--- src/rtl/rr_arb_4_way_16_pkg.sv ---
// Shared constants and types for the 4-way round-robin arbiter slice.
package rr_arb_4_way_16_pkg;

   localparam int unsigned RR_WIDTH   = 16;
   localparam int unsigned RR_NUM_SRC = 4;
   localparam int unsigned RR_SEL_W   = 2;

   typedef logic [RR_SEL_W-1:0]   rr_idx_t;
   typedef logic [RR_NUM_SRC-1:0] rr_vec_t;

   localparam rr_idx_t RR_LAST_RESET = 2'b11;

   function automatic rr_vec_t rr_onehot(input rr_idx_t idx);
      rr_vec_t v;
      v = '0;
      v[idx] = 1'b1;
      return v;
   endfunction

endpackage

--- src/rtl/Mux_4_Way_16.sv ---
// Existing 4-way word multiplexer; sel picks a, b, c or d.
module Mux_4_Way_16 #(
   parameter int unsigned WIDTH = 16
) (
   input  logic [WIDTH-1:0] a,
   input  logic [WIDTH-1:0] b,
   input  logic [WIDTH-1:0] c,
   input  logic [WIDTH-1:0] d,
   input  logic [1:0]       sel,
   output logic [WIDTH-1:0] out
);

   always_comb begin
      out = a;
      unique case (sel)
         2'd0: out = a;
         2'd1: out = b;
         2'd2: out = c;
         2'd3: out = d;
         default: out = a;
      endcase
   end

endmodule

--- src/rtl/rr_pick_4.sv ---
// Combinational round-robin search: first set req bit after `last`, wrapping.
module rr_pick_4
   import rr_arb_4_way_16_pkg::*;
(
   input  rr_vec_t req,
   input  rr_idx_t last,
   output rr_idx_t w,
   output logic    any
);

   rr_idx_t idx;

   // Offsets 1..4 from last; offset 4 wraps back to last itself.
   always_comb begin
      w   = last;
      any = 1'b0;
      idx = last;
      for (int unsigned k = 1; k <= RR_NUM_SRC; k++) begin
         idx = last + RR_SEL_W'(k);
         if (!any && req[idx]) begin
            w   = idx;
            any = 1'b1;
         end
      end
   end

endmodule

--- src/rtl/rr_arb_4_way_16.sv ---
// Round-robin arbiter feeding Mux_4_Way_16 into a valid/ready output register.
module rr_arb_4_way_16
   import rr_arb_4_way_16_pkg::*;
#(
   parameter int unsigned WIDTH = RR_WIDTH
) (
   input  logic             clk,
   input  logic             reset,
   input  logic [WIDTH-1:0] a,
   input  logic [WIDTH-1:0] b,
   input  logic [WIDTH-1:0] c,
   input  logic [WIDTH-1:0] d,
   input  logic [3:0]       req,
   output logic [3:0]       grant,
   output logic [1:0]       select,
   output logic [WIDTH-1:0] out,
   output logic             out_valid,
   input  logic             out_ready
);

   rr_idx_t          last;
   rr_idx_t          w;
   logic             any;
   logic             can_load;
   logic             xfer;
   logic [WIDTH-1:0] mux_out;

   rr_pick_4 u_pick (
      .req  (req),
      .last (last),
      .w    (w),
      .any  (any)
   );

   Mux_4_Way_16 #(.WIDTH(WIDTH)) u_mux (
      .a   (a),
      .b   (b),
      .c   (c),
      .d   (d),
      .sel (select),
      .out (mux_out)
   );

   always_comb begin
      select   = w;
      can_load = !out_valid || out_ready;
      grant    = '0;
      if (any && can_load) begin
         grant = rr_onehot(w);
      end
      xfer = |grant;
   end

   always_ff @(posedge clk or posedge reset) begin
      if (reset) begin
         out       <= '0;
         out_valid <= 1'b0;
         last      <= RR_LAST_RESET;
      end else if (xfer) begin
         out       <= mux_out;
         out_valid <= 1'b1;
         last      <= w;
      end else if (out_ready) begin
         out_valid <= 1'b0;
      end
   end

endmodule

--- config.mk ---
export PLATFORM = sky130hd
export DESIGN_NAME = rr_arb_4_way_16
export DESIGN_NICKNAME = d
export VERILOG_FILES = /design/src/rtl/rr_arb_4_way_16_pkg.sv /design/src/rtl/Mux_4_Way_16.sv /design/src/rtl/rr_pick_4.sv /design/src/rtl/rr_arb_4_way_16.sv
export SDC_FILE = /design/constraint.sdc
export NUM_CORES = 1
export LEC_CHECK = 0
export ABC_CLOCK_PERIOD_IN_PS = 4050
export CAP_MARGIN = 5
export CORE_MARGIN = 10
export CORE_UTILIZATION = 37
export DETAILED_ROUTE_END_ITERATION = 6
export GPL_TIMING_DRIVEN = 0
export PLACE_DENSITY = 0.85
export SLEW_MARGIN = 20
export SYNTH_ARGS = -nofsm -noshare
export SYNTH_HDL_FRONTEND = slang
export SYNTH_SLANG_ARGS = --single-unit
--- constraint.sdc ---
create_clock -name clk -period 4.05 [get_ports clk]
set_clock_uncertainty 0.15 [all_clocks]
set_input_delay 1.215 -clock clk [delete_from_list [all_inputs] [get_ports clk]]
set_output_delay 1.215 -clock clk [all_outputs]
set_load 0.01 [all_outputs]
# [Word-level counts from Yosys, hierarchy flattened]
# Index checks and enable logic that the tools add are counted.
[op_classes] add_sub_neg=3 n_lt_le_gt_ge=6 n_eq_ne=3 n_mux=22 reduce_logical=13
[op_table] operator="case mux 16 bit (4 select lines)" n=1
[op_table] operator="less-than comparator 2 x 3 -> 1 bit, second input constant" n=5
[op_table] operator="2-to-1 mux 1 bit" n=11
[op_table] operator="binary-select mux 1 bit (select 2 bit)" n=4
[op_table] operator="2-to-1 mux 2 bit" n=4
[op_table] operator="logical AND 1 bit" n=5
[op_table] operator="adder 2 bit, second input constant" n=2
[op_table] operator="equality test 2 bit, second input constant" n=2
[op_table] operator="zero test 1 bit" n=4
[op_table] operator="2-to-1 mux 4 bit" n=1
[op_table] operator="OR reduction 4 bit" n=1
[op_table] operator="adder 2 x 1 -> 2 bit, second input constant" n=1
[op_table] operator="demux 1 bit (select 2 bit)" n=1
[op_table] operator="equality test 2 x 1 -> 1 bit, second input constant" n=1
[op_table] operator=">= comparator 2 x 1 -> 1 bit, second input constant" n=1
[op_table] operator="zero test 2 bit" n=1
[op_table] operator="nonzero test 2 bit" n=1
[op_table] operator="logical OR 1 bit" n=1
[word_totals] register_bits=19 inputBits=71 output_inout_bits=23 word_cells=50

# [Logic depth before layout (Yosys ltp)]
[depth] depth_word=20 depth_mapped=7 ltp_nobuf=5

# [Cells and area by module]
# Synthesis repeated with hierarchy kept, for this count alone.
[unflattened] cells_unflattened=81 area_unflattened_um2=1337.5
[modules_own_cells] module="rr_arb_4_way_16" instances=1 cells_per_inst=47 area_each_um2=830.8 seq_area_each_um2=478.0
[modules_own_cells] module="Mux_4_Way_16" instances=1 cells_per_inst=20 area_each_um2=424.2 seq_area_each_um2=0.0
[modules_own_cells] module="rr_pick_4" instances=1 cells_per_inst=14 area_each_um2=82.6 seq_area_each_um2=0.0

# [Worst setup path before layout]
# Ideal clock, no wire load.
[synth_path] path_type="input to output" start="input req[0]" end="output grant[2]" arrival_ns=2.271 required_time_ns=2.685 slack_ns=0.414 path_stages=6 n_path_buf=2 cell_sequence="o21a_1 > mux2i_1 > nand2b_1 > buf_4 > buf_4 > nor2_1"
[synth_between] elab_chain_len=17 elab_cells_between_ends=29 cone_classes="order compare (2); mux (19); reduce/logical (8)"
[synth_lines] element="start: declaration" line="rr_arb_4_way_16.sv:13" rtl="input logic [3:0] req,"
[synth_lines] element="binary-select mux 1 bit (select 2 bit)" line="rr_pick_4.sv:20" rtl="if (!any && req[idx]) begin"
[synth_lines] element="2-to-1 mux 1 bit (implied by the code)" line="rr_pick_4.sv:20"
[synth_lines] element="2-to-1 mux 1 bit" line="rr_pick_4.sv:20"
[synth_lines] element="zero test 1 bit" line="rr_pick_4.sv:20"
[synth_lines] element="logical AND 1 bit" line="rr_pick_4.sv:20"
[synth_lines] element="2-to-1 mux 1 bit" line="rr_pick_4.sv:20"
[synth_lines] element="zero test 1 bit" line="rr_pick_4.sv:20"
[synth_lines] element="logical AND 1 bit" line="rr_pick_4.sv:20"
[synth_lines] element="(+2 left out)"
[synth_lines] element="logical AND 1 bit" line="rr_pick_4.sv:20"
[synth_lines] element="2-to-1 mux 2 bit (*)" line="rr_pick_4.sv:20"
[synth_lines] element="named net select[1]" line="rr_arb_4_way_16.sv:15" rtl="output logic [1:0] select,"
[synth_lines] element="less-than comparator 2 x 3 -> 1 bit (implied by the code) / >= comparator 2 x 1 -> 1 bit (equally long branches)" line="rr_arb_4_way_16_pkg.sv:16" rtl="v[idx] = 1'b1;"
[synth_lines] element="logical AND 1 bit (implied by the code)" line="rr_arb_4_way_16_pkg.sv:16"
[synth_lines] element="2-to-1 mux 1 bit (implied by the code)" line="rr_arb_4_way_16_pkg.sv:16"
[synth_lines] element="demux 1 bit (select 2 bit) (*)" line="rr_arb_4_way_16_pkg.sv:16"
[synth_lines] element="2-to-1 mux 4 bit (*)" line="rr_arb_4_way_16.sv:48" rtl="if (any && can_load) begin"
[synth_lines] element="end: declaration" line="rr_arb_4_way_16.sv:14" rtl="output logic [3:0] grant,"
# The timed path passes the listed nets; every way through them passes the cells marked *. The select of a mux whose other input is x is not followed.

# [Final worst setup path]
[layout_path] start="input out_ready" end="output grant[3]"
[layout_between] elab_chain_len=3
[layout_lines] element="start: declaration" line="rr_arb_4_way_16.sv:18" rtl="input logic out_ready"
[layout_lines] element="logical OR 1 bit" line="rr_arb_4_way_16.sv:46" rtl="can_load = !out_valid || out_ready;"
[layout_lines] element="logical AND 1 bit" line="rr_arb_4_way_16.sv:48"
[layout_lines] element="2-to-1 mux 4 bit" line="rr_arb_4_way_16.sv:48"
# No other way between the ends.

==> impl_metrics.csv <==
group,metric,value,unit
logic_synthesis,syn_nets,191,
logic_synthesis,async_reset_ff_share,100,%
worst_hold_path,whs_path_depth,2,
worst_setup_path,cp_top_family,"buffers and inverters",
die,start_util,38.6,%
logic_synthesis,ys.flop_type,"dfrtp_1",
worst_setup_path,critical_path.startpoint_type,"input pin",
drt,drc,0,
worst_setup_path,crit_buf_inv,3,
drt,first_pass_iters,4,
drt,wire_per_inst,19.5,um
cells_and_area,seq_area,478,um2
die,design.core.area,3390,um2
cells_and_area,num-fill-cells,270,
clock_tree,cts_tree,"done",
sta,fmax,252,MHz
drt,postRouteAntennaNets,0,
worst_setup_path,critPathMostFrequentCell,"nand2b_1",
worst_setup_path,critPathMaxFanout,19,
cells_and_area,drive_above_1_share,16.0,%
cells_and_area,multi_input_area,732,um2
worst_setup_path,critPathKind,"in2out",
logic_synthesis,yosys_warnings,0,
pwr,peakVddDrop,0.235,mV
clock_tree,clockBufferDepth,2,
logic_synthesis,netlist_area,1310,um2
placed_design,place_hpwl,4.20,mm
worst_setup_path,critical_path_depth,7,
clock_tree,clk_pin_slew,120,ps
die,die_area,6320,um2
grt,grt_max_degree,20,
pwr,leakage,0.00102,uW
logic_synthesis,synth-edff-count,0,
worst_setup_path,reg2reg_to,"out[7]",
clock_tree,clk_latency,310,ps
worst_setup_path,worstSetupEndpointType,"output pin",
sta,tns,0,ps
grt,globalRouteTotalUtil,15.7,%
worst_setup_path,critPathArrivalTime,2600,ps
cells_and_area,syn_to_final_growth,79.4,%
worst_setup_path,r2r_setup_slack,1670,ps
worst_setup_path,worstPathCellList,"clkdlybuf4s50_1 > nand2b_1 > o41ai_2 > nand2b_1 > buf_6 > nor2_1 > dlygate4sd2_1",
worst_setup_path,r2r_cells,9,
worst_setup_path,max_stage_delay,450,ps
worst_hold_path,min_path_type,"reg2reg",
cells_and_area,diodes,0,
logic_synthesis,synth_cells,120,
worst_setup_path,r2r_start,"last[0]",
placed_design,gp_congestion,0.776,
sta,rsz0062_at_grt,"no",
sta,drv_slew,0,
worst_hold_path,whs_endpoint,"last[1]",
cells_and_area,final_nets,291,
sta,setup_viol,0,
pwr,powerDensity,440,nW/um2
flow_run,drv_cap,0,
sta,relSlewSlack,50.3,%
clock_tree,cts_max_level,1,
die,pin_count,94,
logic_synthesis,seq_area_frac_synth,36.5,%
clock_tree,clkSinkCount,19,
drt,avgViaCountPerCell,5.10,
grt,grt_pass1_wl,7.95,mm
sta,hold_viol,0,
grt,antenna_found_initial,0,
die,row_count,21,
logic_synthesis,synth.distinct_cells,22,
die,die_y,79.5,um
pwr,p_total,1030,uW
placed_design,io_buffers,93,
die,die_width,79.5,um
clock_tree,cts-buffers-inserted,3,
sta,fin_crit,3960,ps
run_status,outcome,"completed",
grt,globalRouteOverflowTotal,0,
drt,drt_iter0_markers,47,
logic_synthesis,synth_seq_cells,19,
worst_setup_path,worstPathRequired,2680,ps
worst_setup_path,cpMaxStageDelayCell,"clkdlybuf4s50_1",
drt,routed_wl,5.17,mm
clock_tree,cts_root_buf,"clkbuf_4",
logic_synthesis,synth.avg_cell_area,10.9,um2
sta,finalCritPeriodShare,97.9,%
sta,tightestPinTransition,745,ps
grt,grt_pass1_vias,1534,
drt,vias,1352,
worst_hold_path,hp-start,"last[1]",
-- layer usage --
| layer | part of all wire (%) | up-vias | track usage (%) | wire [um] |
|---|---|---|---|---|
| met5 | 0 | - | 0 | 0 |
| met4 | 1.2 | 0 | 5.02 | 60 |
| met3 | 6.7 | 4 | 4.17 | 349 |
| met2 | 56 | 44 | 30.4 | 2900 |
| met1 | 36 | 663 | 15.8 | 1860 |
| li1 | - | 641 | - | - |
-- what timing repair did --
| action | 4_1_cts | 5_1_grt |
|---|---|---|
| setup endpoints to repair | 6 | 4 |
| pin swaps | 1 | 1 |
| hold buffers | 0 | 0 |
| gates cloned | 0 | 0 |
| gates resized for setup | 22 | 6 |
| buffers inserted | 1 | 4 |
-- per-stage QoR --
stage,area [um2],cells,hold slack (ps),utilization [%],setup slack (ps)
final,2350,265,350,69.3,85.6
after global routing,2350,265,368,69.3,3.79
after CTS,2330,261,352,68.6,-8.68
after detailed placement,2300,259,325,67.8,-675
after global placement,2300,259,319,67.8,-598
after floorplan,1310,120,314,-,414
-- layout by cell type, fill, tap and decap left out, drive strengths merged, types with 3 or more instances in the layout --
master         instances
clkdlybuf4s50         84
mux2i                 33
nand2                 20
dfrtp                 17
o221ai                16
buf                   14
nand2b                 5
nor2                   4
dlygate4sd2            4
clkbuf                 4
inv                    3
o21ai                  3
-- cell usage after synthesis, drive strengths merged (2+ instances only) --
cell type / count / area share (%)
nand2b: 5 / 2.4
nand2: 20 / 5.7
o21ai: 3 / 1.1
o221ai: 16 / 15
dfstp: 2 / 4.0
buf: 10 / 7.8
dfrtp: 17 / 33
nor2: 4 / 1.1
inv: 3 / 0.86
mux2i: 33 / 25
-- kinds of logic after synthesis --
logic type             count (synthesis)  share of synthesized area [%]
buffers and inverters                 13                           8.70
and+or+nand+nor                       32                           10.8
muxes                                 33                           25.2
AOI/OAI and AO/OA                     23                           18.7
DFF                                   19                           36.5
-- worst max path at each step --
| stage | from | end |
|---|---|---|
| after floorplan | req[0] | grant[2] |
| after global placement | req[3] | grant[3] |
| after detailed placement | req[1] | grant[0] |
| after CTS | out_ready | grant[0] |
| after global routing | req[2] | grant[3] |
| final | out_ready | grant[3] |
-- final cells by class --
class                   instances  area share (%)
plain buffers                   7            3.94
clock buffers                   3           0.959
inverters                       3           0.479
clock inverters                 1           0.213
flip-flops and latches         19            20.4
repair buffers                 98            40.4
well taps                      46            2.45
multi-input cells              88            31.2
-- worst register-to-register path, stage by stage, from the launching register on --
cell and delay (ps):
dfstp_2 570, nand2b_1 150, a21oi_1 90, a211oi_2 230, buf_6 160, buf_4 110, buf_4 210, buf_12 180
mux2i_1 280, o221ai_2 130
-- state kept, by name, summed over array words and instances (netlist names) --
register and flops:
out 16, last 2, out_valid 1
-- where the power goes --
group,switching (uW),internal (uW),leakage (uW)
Sequential,39.1,258,0.000226
Clock,68.4,37.0,0.0000177
Combinational,272,360,0.000778
Total,379,655,0.00102
No activity file was read; power rests on OpenSTA's default activity.
